--- config.mk ---
export PLATFORM = sky130hd
export DESIGN_NAME = fifo_uart_tx
export DESIGN_NICKNAME = d
export VERILOG_FILES = /design/src/rtl/fifo_uart_tx.sv
export SDC_FILE = /design/constraint.sdc
export NUM_CORES = 1
export LEC_CHECK = 0
export ABC_AREA = 0
export ABC_CLOCK_PERIOD_IN_PS = 7500
export CORE_MARGIN = 2
export CORE_UTILIZATION = 62
export CTS_BUF_LIST = sky130_fd_sc_hd__clkbuf_8
export DETAILED_ROUTE_END_ITERATION = 8
export GPL_ROUTABILITY_DRIVEN = 1
export HOLD_SLACK_MARGIN = 0.06
export PLACE_DENSITY = 0.87
export SETUP_SLACK_MARGIN = 0.4
export SLEW_MARGIN = 5
export SYNTH_ARGS = -nofsm -noshare
export SYNTH_HDL_FRONTEND = slang
export SYNTH_SLANG_ARGS = --single-unit
--- constraint.sdc ---
create_clock -name clk -period 7.5 [get_ports clk]
set_clock_uncertainty 0.2 [all_clocks]
set_input_delay 0.75 -clock clk [delete_from_list [all_inputs] [get_ports clk]]
set_output_delay 0.75 -clock clk [all_outputs]
set_load 0.01 [all_outputs]
--- src/rtl/fifo_uart_tx.sv ---
// Byte-FIFO-fed 8N1 serial transmitter; pulls one FIFO entry per frame and drives the TX pin.
// Define FIFO_UART_TX_PARITY_EN to insert an even-parity bit between the data bits and stop bit.
module fifo_uart_tx #(
  parameter int unsigned CLK_DIV = 868
) (
  input  logic       clk,
  input  logic       rst_n,
  input  logic       enable,
  input  logic       fifo_not_empty,
  output logic       fifo_rd,
  input  logic [7:0] fifo_rdata,
  input  logic       fifo_rvalid,
  output logic       txd,
  output logic       busy,
  output logic       done
);

  localparam int unsigned CntW = (CLK_DIV > 1) ? $clog2(CLK_DIV) : 1;
  localparam logic [CntW-1:0] BaudReload = CntW'(CLK_DIV - 1);

`ifdef FIFO_UART_TX_PARITY_EN
  typedef enum logic [2:0] {StIdle, StFetch, StStart, StData, StParity, StStop} state_e;
`else
  typedef enum logic [2:0] {StIdle, StFetch, StStart, StData, StStop} state_e;
`endif

  state_e          state_q, state_d;
  logic [CntW-1:0] baud_q, baud_d;
  logic [2:0]      bit_q, bit_d;
  logic [7:0]      shift_q, shift_d;
  logic            txd_q, txd_d;
  logic            busy_q, busy_d;
  logic            done_q, done_d;
  logic            baud_tick;
`ifdef FIFO_UART_TX_PARITY_EN
  logic            parity_q, parity_d;
`endif

  assign baud_tick = (baud_q == '0);

  always_comb begin
    state_d = state_q;
    baud_d  = baud_q;
    bit_d   = bit_q;
    shift_d = shift_q;
    txd_d   = txd_q;
    done_d  = 1'b0;
`ifdef FIFO_UART_TX_PARITY_EN
    parity_d = parity_q;
`endif
    fifo_rd = (state_q == StIdle) & enable & fifo_not_empty & rst_n;

    unique case (state_q)
      StIdle: begin
        txd_d = 1'b1;
        if (fifo_rd) state_d = StFetch;
      end
      StFetch: begin
        // rvalid low means the FIFO emptied underneath us; give up quietly
        if (fifo_rvalid) begin
          shift_d = fifo_rdata;
          baud_d  = BaudReload;
          bit_d   = 3'd0;
          txd_d   = 1'b0;
`ifdef FIFO_UART_TX_PARITY_EN
          parity_d = ^fifo_rdata;
`endif
          state_d = StStart;
        end else begin
          state_d = StIdle;
        end
      end
      StStart: begin
        if (baud_tick) begin
          baud_d  = BaudReload;
          txd_d   = shift_q[0];
          state_d = StData;
        end else begin
          baud_d = baud_q - 1'b1;
        end
      end
      StData: begin
        if (baud_tick) begin
          baud_d = BaudReload;
          if (bit_q == 3'd7) begin
`ifdef FIFO_UART_TX_PARITY_EN
            txd_d   = parity_q;
            state_d = StParity;
`else
            txd_d   = 1'b1;
            state_d = StStop;
`endif
          end else begin
            bit_d   = bit_q + 3'd1;
            shift_d = {1'b0, shift_q[7:1]};
            txd_d   = shift_q[1];
          end
        end else begin
          baud_d = baud_q - 1'b1;
        end
      end
`ifdef FIFO_UART_TX_PARITY_EN
      StParity: begin
        if (baud_tick) begin
          baud_d  = BaudReload;
          txd_d   = 1'b1;
          state_d = StStop;
        end else begin
          baud_d = baud_q - 1'b1;
        end
      end
`endif
      StStop: begin
        if (baud_tick) begin
          done_d  = 1'b1;
          state_d = StIdle;
        end else begin
          baud_d = baud_q - 1'b1;
        end
      end
      default: state_d = StIdle;
    endcase

    busy_d = (state_d != StIdle);
  end

  always_ff @(posedge clk or negedge rst_n) begin
    if (!rst_n) begin
      state_q <= StIdle;
      baud_q  <= '0;
      bit_q   <= 3'd0;
      shift_q <= 8'd0;
      txd_q   <= 1'b1;
      busy_q  <= 1'b0;
      done_q  <= 1'b0;
`ifdef FIFO_UART_TX_PARITY_EN
      parity_q <= 1'b0;
`endif
    end else begin
      state_q <= state_d;
      baud_q  <= baud_d;
      bit_q   <= bit_d;
      shift_q <= shift_d;
      txd_q   <= txd_d;
      busy_q  <= busy_d;
      done_q  <= done_d;
`ifdef FIFO_UART_TX_PARITY_EN
      parity_q <= parity_d;
`endif
    end
  end

  assign txd  = txd_q;
  assign busy = busy_q;
  assign done = done_q;

endmodule
-- Yosys cells after proc, flatten, opt, wreduce, memory -nomap -nowiden
Cells that the tools add are included.
- add/sub/neg operators: 2
- eq/ne operators: 10
- multiplexer cells: 26
- bitwise logic cells: 3
- reduce and logical (&&, ||, !) cells: 10
- operators with widths (kind ; count):
    $mux 10 ; 3
    $pmux 10 s3 ; 1
    $mux 3 ; 8
    $mux 8 ; 3
    $pmux 8 s2 ; 1
    $pmux 3 s5 ; 1
    $logic_not 10->1 ; 1
    $ne 2x2->1 const B ; 5
    $sub 10x1->10 const B ; 1
    $reduce_and 4->1 ; 2
    $eq 3x2->1 const B ; 2
    $eq 3x3->1 const B ; 2
    $mux 1 ; 6
    $pmux 3 s2 ; 1
    $reduce_bool 3->1 ; 2
    $pmux 1 s4 ; 1
    $reduce_bool 4->1 ; 1
    $add 3x1->3 const B ; 1
    $and 1x1->1 ; 3
    $eq 3x1->1 const B ; 1
    $logic_not 3->1 ; 1
    $reduce_and 3->1 ; 1
    $mux 2 ; 1
    $reduce_bool 2->1 ; 1
    $reduce_or 2->1 ; 1
- register bits after elaboration: 27
- input port bits: 13
- output and inout port bits: 4
- logic and storage cells: 58

-- Longest topological paths before layout
- word-level depth: 7
- mapped depth: 8
- depth with buffers taken out: 6

-- Worst setup path before layout
OpenSTA, ideal clock, no wires.
- kind: register to register
- start: register baud_q[0]
- end: register txd_q, in the netlist txd
- setup time: 0.085 ns
- data arrival time: 2.127 ns
- required time: 7.215 ns
- setup slack: 5.089 ns
- cell stages (with the launch flop): 8
- buffers on the path: 1
- clock period less this slack: 2.411 ns
- cell sequence: dfrtp_1 inv_1 ha_1 or4b_1 clkbuf_1 or3_4 a211oi_2 mux2_1
- word-level cells in the longest chain between the ends: 3
- elaborated cells on any way between the ends: 4
- those cells by class: 2 x eq/ne; 2 x reduce/logical
- RTL lines (item ; line ; text):
    from (decl) ; 28 ; logic [CntW-1:0] baud_q, baud_d;
    from (signal assigned) ; 141 ; baud_q <= baud_d;
    $logic_not 10->1 * ; 39 ; assign baud_tick = (baud_q == '0);
    $ne 2x2->1 (no source line) ; - ;
    $reduce_and 4->1 (no source line) * ; - ;
    to (signal assigned) ; 144 ; txd_q <= txd_d;
    to (decl) ; 31 ; logic txd_q, txd_d;
Every way passes the cells marked *; elsewhere a longest branch is shown, timed or not.
A chain may end at the register's enable or synchronous reset.

-- Worst setup path after layout
- start: input port rst_n
- end: output port fifo_rd
- word-level cells in the longest chain between the ends: 1
- RTL lines (item ; line ; text):
    from (decl) ; 7 ; input logic rst_n,
    $and 1x1->1 ; 51 ; fifo_rd = (state_q == StIdle) & enable & fifo_not_empty & rst_n;
    to (decl) ; 10 ; output logic fifo_rd,
Every way passes these cells.

==> out/qor.yml <==
status:
  status: "finished, final reports clean"
detailed_routing:
  via_per_inst: 6.21
  drc: 0
  avgRoutedWirePerCell_microns: 15.6
  drt-total-wl_mm: 3.08
  firstDrtPassIters: 4
  drt_first_iter_violations: 21
  vias: 1229
  drtAntennaViolNets: 0
yosys:
  yosys.area_share.simple_pct: 21.2
  synth_fp_nets: 174
  syn_inst: 158
  synthXorXnorAreaFrac_pct: 0
  synth_area_sq_mm: 0.00152
  ys_warn_count: 0
  ys_top_cells_by_area: "dfrtp_1, mux2i_1, a21oi_1"
  synth_seq_area_share_pct: 44.6
  synthFlopType: "dfrtp_1"
  yosysMostFrequentCell: "dfrtp_1"
  synth_top_family_by_area: "simple AND/OR/NAND/NOR gates"
  synth_top_cell_by_area: "dfrtp_1"
  synthMuxAreaShare_pct: 9.40
  syn_area_per_cell_sq_um: 9.61
  synth_enable_flop_cells: 0
  ys_ff_latch: 27
  synth_async_sr_flop_share_pct: 100
  synth_compound_area_share_pct: 17.4
  synthAdderAreaFrac_pct: 2.47
  yosysUniqueCellTypes: 44
  netlist.area_leader.share_pct: 42.9
  synth_common_cells: "dfrtp_1, nor2_1, a21oi_1, mux2i_1, nand2_1"
setup_path:
  r2r-end: "baud_q[8]"
  startpoint_type: "input pin"
  endpoint_kind: "primary output"
  required_ns: 6.55
  cpLargestDelayFamily: "buffers and inverters"
  crit_slowest_cell: "clkdlybuf4s50_1"
  cp_common_cell: "clkdlybuf4s50_1"
  crit_cells: 6
  crit_arrival_ns: 2.67
  ff2ff_setup_slack_ns: 4.64
  cp_max_fo: 28
  slowest_delay_ns: 0.55
  path_cells: "clkdlybuf4s50_1 -> buf_4 -> nand4b_1 -> or3_1 -> inv_1 -> clkdlybuf4s50_1"
  critPathKind: "input pin to primary output"
  rr_startpoint: "baud_q[0]"
  crit_buf_inv: 4
  worst-r2r-cell-count: 6
clock_tree:
  htreeDepth: 1
  cts_tree: "built"
  clk_pin_slew_ns: 0.09
  clockRootBuffer: "clkbuf_8"
  ctsHoldBuffers: 0
  cts_buffers: 3
  cts.sinks: 27
  cts_buffer_depth: 2
  cts_setup_buffers: 0
  cts_resized: 0
  clock_latency_ns: 0.27
global_route:
  grt_pass1_wl_mm: 5.06
  grt_usage_pct: 24.7
  grt_pass1_vias: 1196
  globalRouteOverflowTotal: 0
  antenna_found_initial: 0
  grt_max_degree: 29
sta:
  fin_hold_ws_ns: 0.342
  fin_crit_ns: 3.62
  hold_viol: 0
  setup_viol: 0
  rsz0062_at_grt: "false"
  fin_tns_setup_ns: 0
  tightest_slew_ns: 0.879
  drv_slew: 0
  period_share_pct: 48.2
  max-slew-margin-rel_pct: 41.0
  max_freq_mhz: 276
layout:
  area_delta_synth_final_pct: 13.9
  finish.net_count: 187
  finalNonFillerCells: 198
  antennaDiodeCount: 0
  final_layout_size_suffix_gt1_share_pct: 9.41
placed_design:
  portBuffers: 16
  hpwl_mm: 2.24
  routabilityCongestion: 0.789
  place_inst: 194
floorplanning:
  die_h_microns: 53.5
  fp.coreArea_sq_mm: 0.00225
  rows: 17
  die_w_microns: 53.5
  initial_core_util_pct: 67.3
  die_area_sq_mm: 0.00286
  io_pins: 17
min_path:
  min_to: "shift_q[6]"
  hold_depth: 2
  hp-start: "shift_q[6]"
  hold_class: "flop to flop"
power:
  comb_power_share_pct: 4.1
  p_total_uw: 238
  vdd_ir_drop_max_v: 0.000132
  p_sw_share_pct: 20.9
  p_per_area_mw_per_mm2: 138
  p_clk_share_pct: 34.9
  p_sw_uw: 49.8
  leakage_uw: 0.000713
  p_int_uw: 189
  seqPwrFrac_pct: 61.0
flow_run:
  cap_violations: 0
[power by group through the flow]
| stage | sequential [uW] | clock (uW) | combinational [uW] |
|---|---|---|---|
| finish | 145 | 83.2 | 9.77 |
| global route | 145 | 88.6 | 10.7 |
| CTS | 145 | 83.8 | 9.93 |
| detailed placement | 148 | 0 | 9.90 |
| global placement | 148 | 0 | 9.54 |
| floorplan | 148 | 0 | 0.155 |
[cells by family after synthesis]
| kind of cell | count (synthesis) |
|---|---|
| compound gates | 38 |
| mux | 14 |
| simple gates | 58 |
| flops | 27 |
| fa+ha+maj | 3 |
| buf+inv | 18 |
[worst max-delay path by stage]
stage | slack [ns] | start | to
3_3_place_gp | 3.95 | rst_n | fifo_rd
3_5_place_dp | 3.89 | rst_n | fifo_rd
2_1_floorplan | 5.09 | baud_q[0] | txd
4_1_cts | 3.88 | rst_n | fifo_rd
6_report | 3.88 | rst_n | fifo_rd
5_1_grt | 3.75 | rst_n | fifo_rd
[metal layers]
| metal | global-route usage, % | wire (microns) | vias up | part of all wire (%) |
|---|---|---|---|---|
| met2 | 44.2 | 1560 | 37 | 51 |
| met5 | 0 | 0 | - | 0 |
| met3 | 4.52 | 109 | 7 | 3.5 |
| met4 | 10.7 | 46 | 0 | 1.5 |
| li1 | - | - | 590 | - |
| met1 | 28.2 | 1370 | 595 | 44 |
[state kept, by name, summed over array words and instances, names as in the netlist]
register  cells
baud_q       10
bit_q         3
busy          1
done          1
shift_q       8
state_q       3
txd           1
[placed cells by master (no fill, tap or decap), types with 2 or more instances in the layout]
master / n
or2_2: 2
a21oi_1: 14
nand2b_1: 3
clkdlybuf4s50_1: 16
and2_1: 2
dfrtp_1: 26
nand2_1: 12
buf_4: 2
a21boi_0: 2
nand4_1: 3
nor3b_1: 3
o21ai_0: 9
ha_1: 3
o41ai_2: 2
inv_1: 8
mux2i_1: 12
nand3_1: 2
nor3_1: 2
clkbuf_8: 3
or4_1: 3
or4bb_1: 2
nor2_1: 15
or3_1: 2
[worst min-delay path, stage by stage (launching register included)]
cell     delay [ns]
dfrtp_1        0.36
nor2_1         0.05
a21oi_1        0.10
[stage by stage]
step	setup WS [ns]	util, %	cell area (sq um)
after detailed placement	3.89	74.6	1680
after global routing	3.75	76.7	1730
final	3.88	76.7	1730
after global placement	3.95	74.6	1680
after CTS	3.88	76.7	1730
after floorplan	5.09	-	1520
[area by class of cell]
cell class,count,area [sq um]
tap,28,35.0
fill,165,526
inverter,8,30.0
sequential,27,677
multi-input combinational,113,766
clock buffer,3,41.3
clock inverter,1,5.00
timing repair buffer,18,175
(Power assumes the default switching activity.)
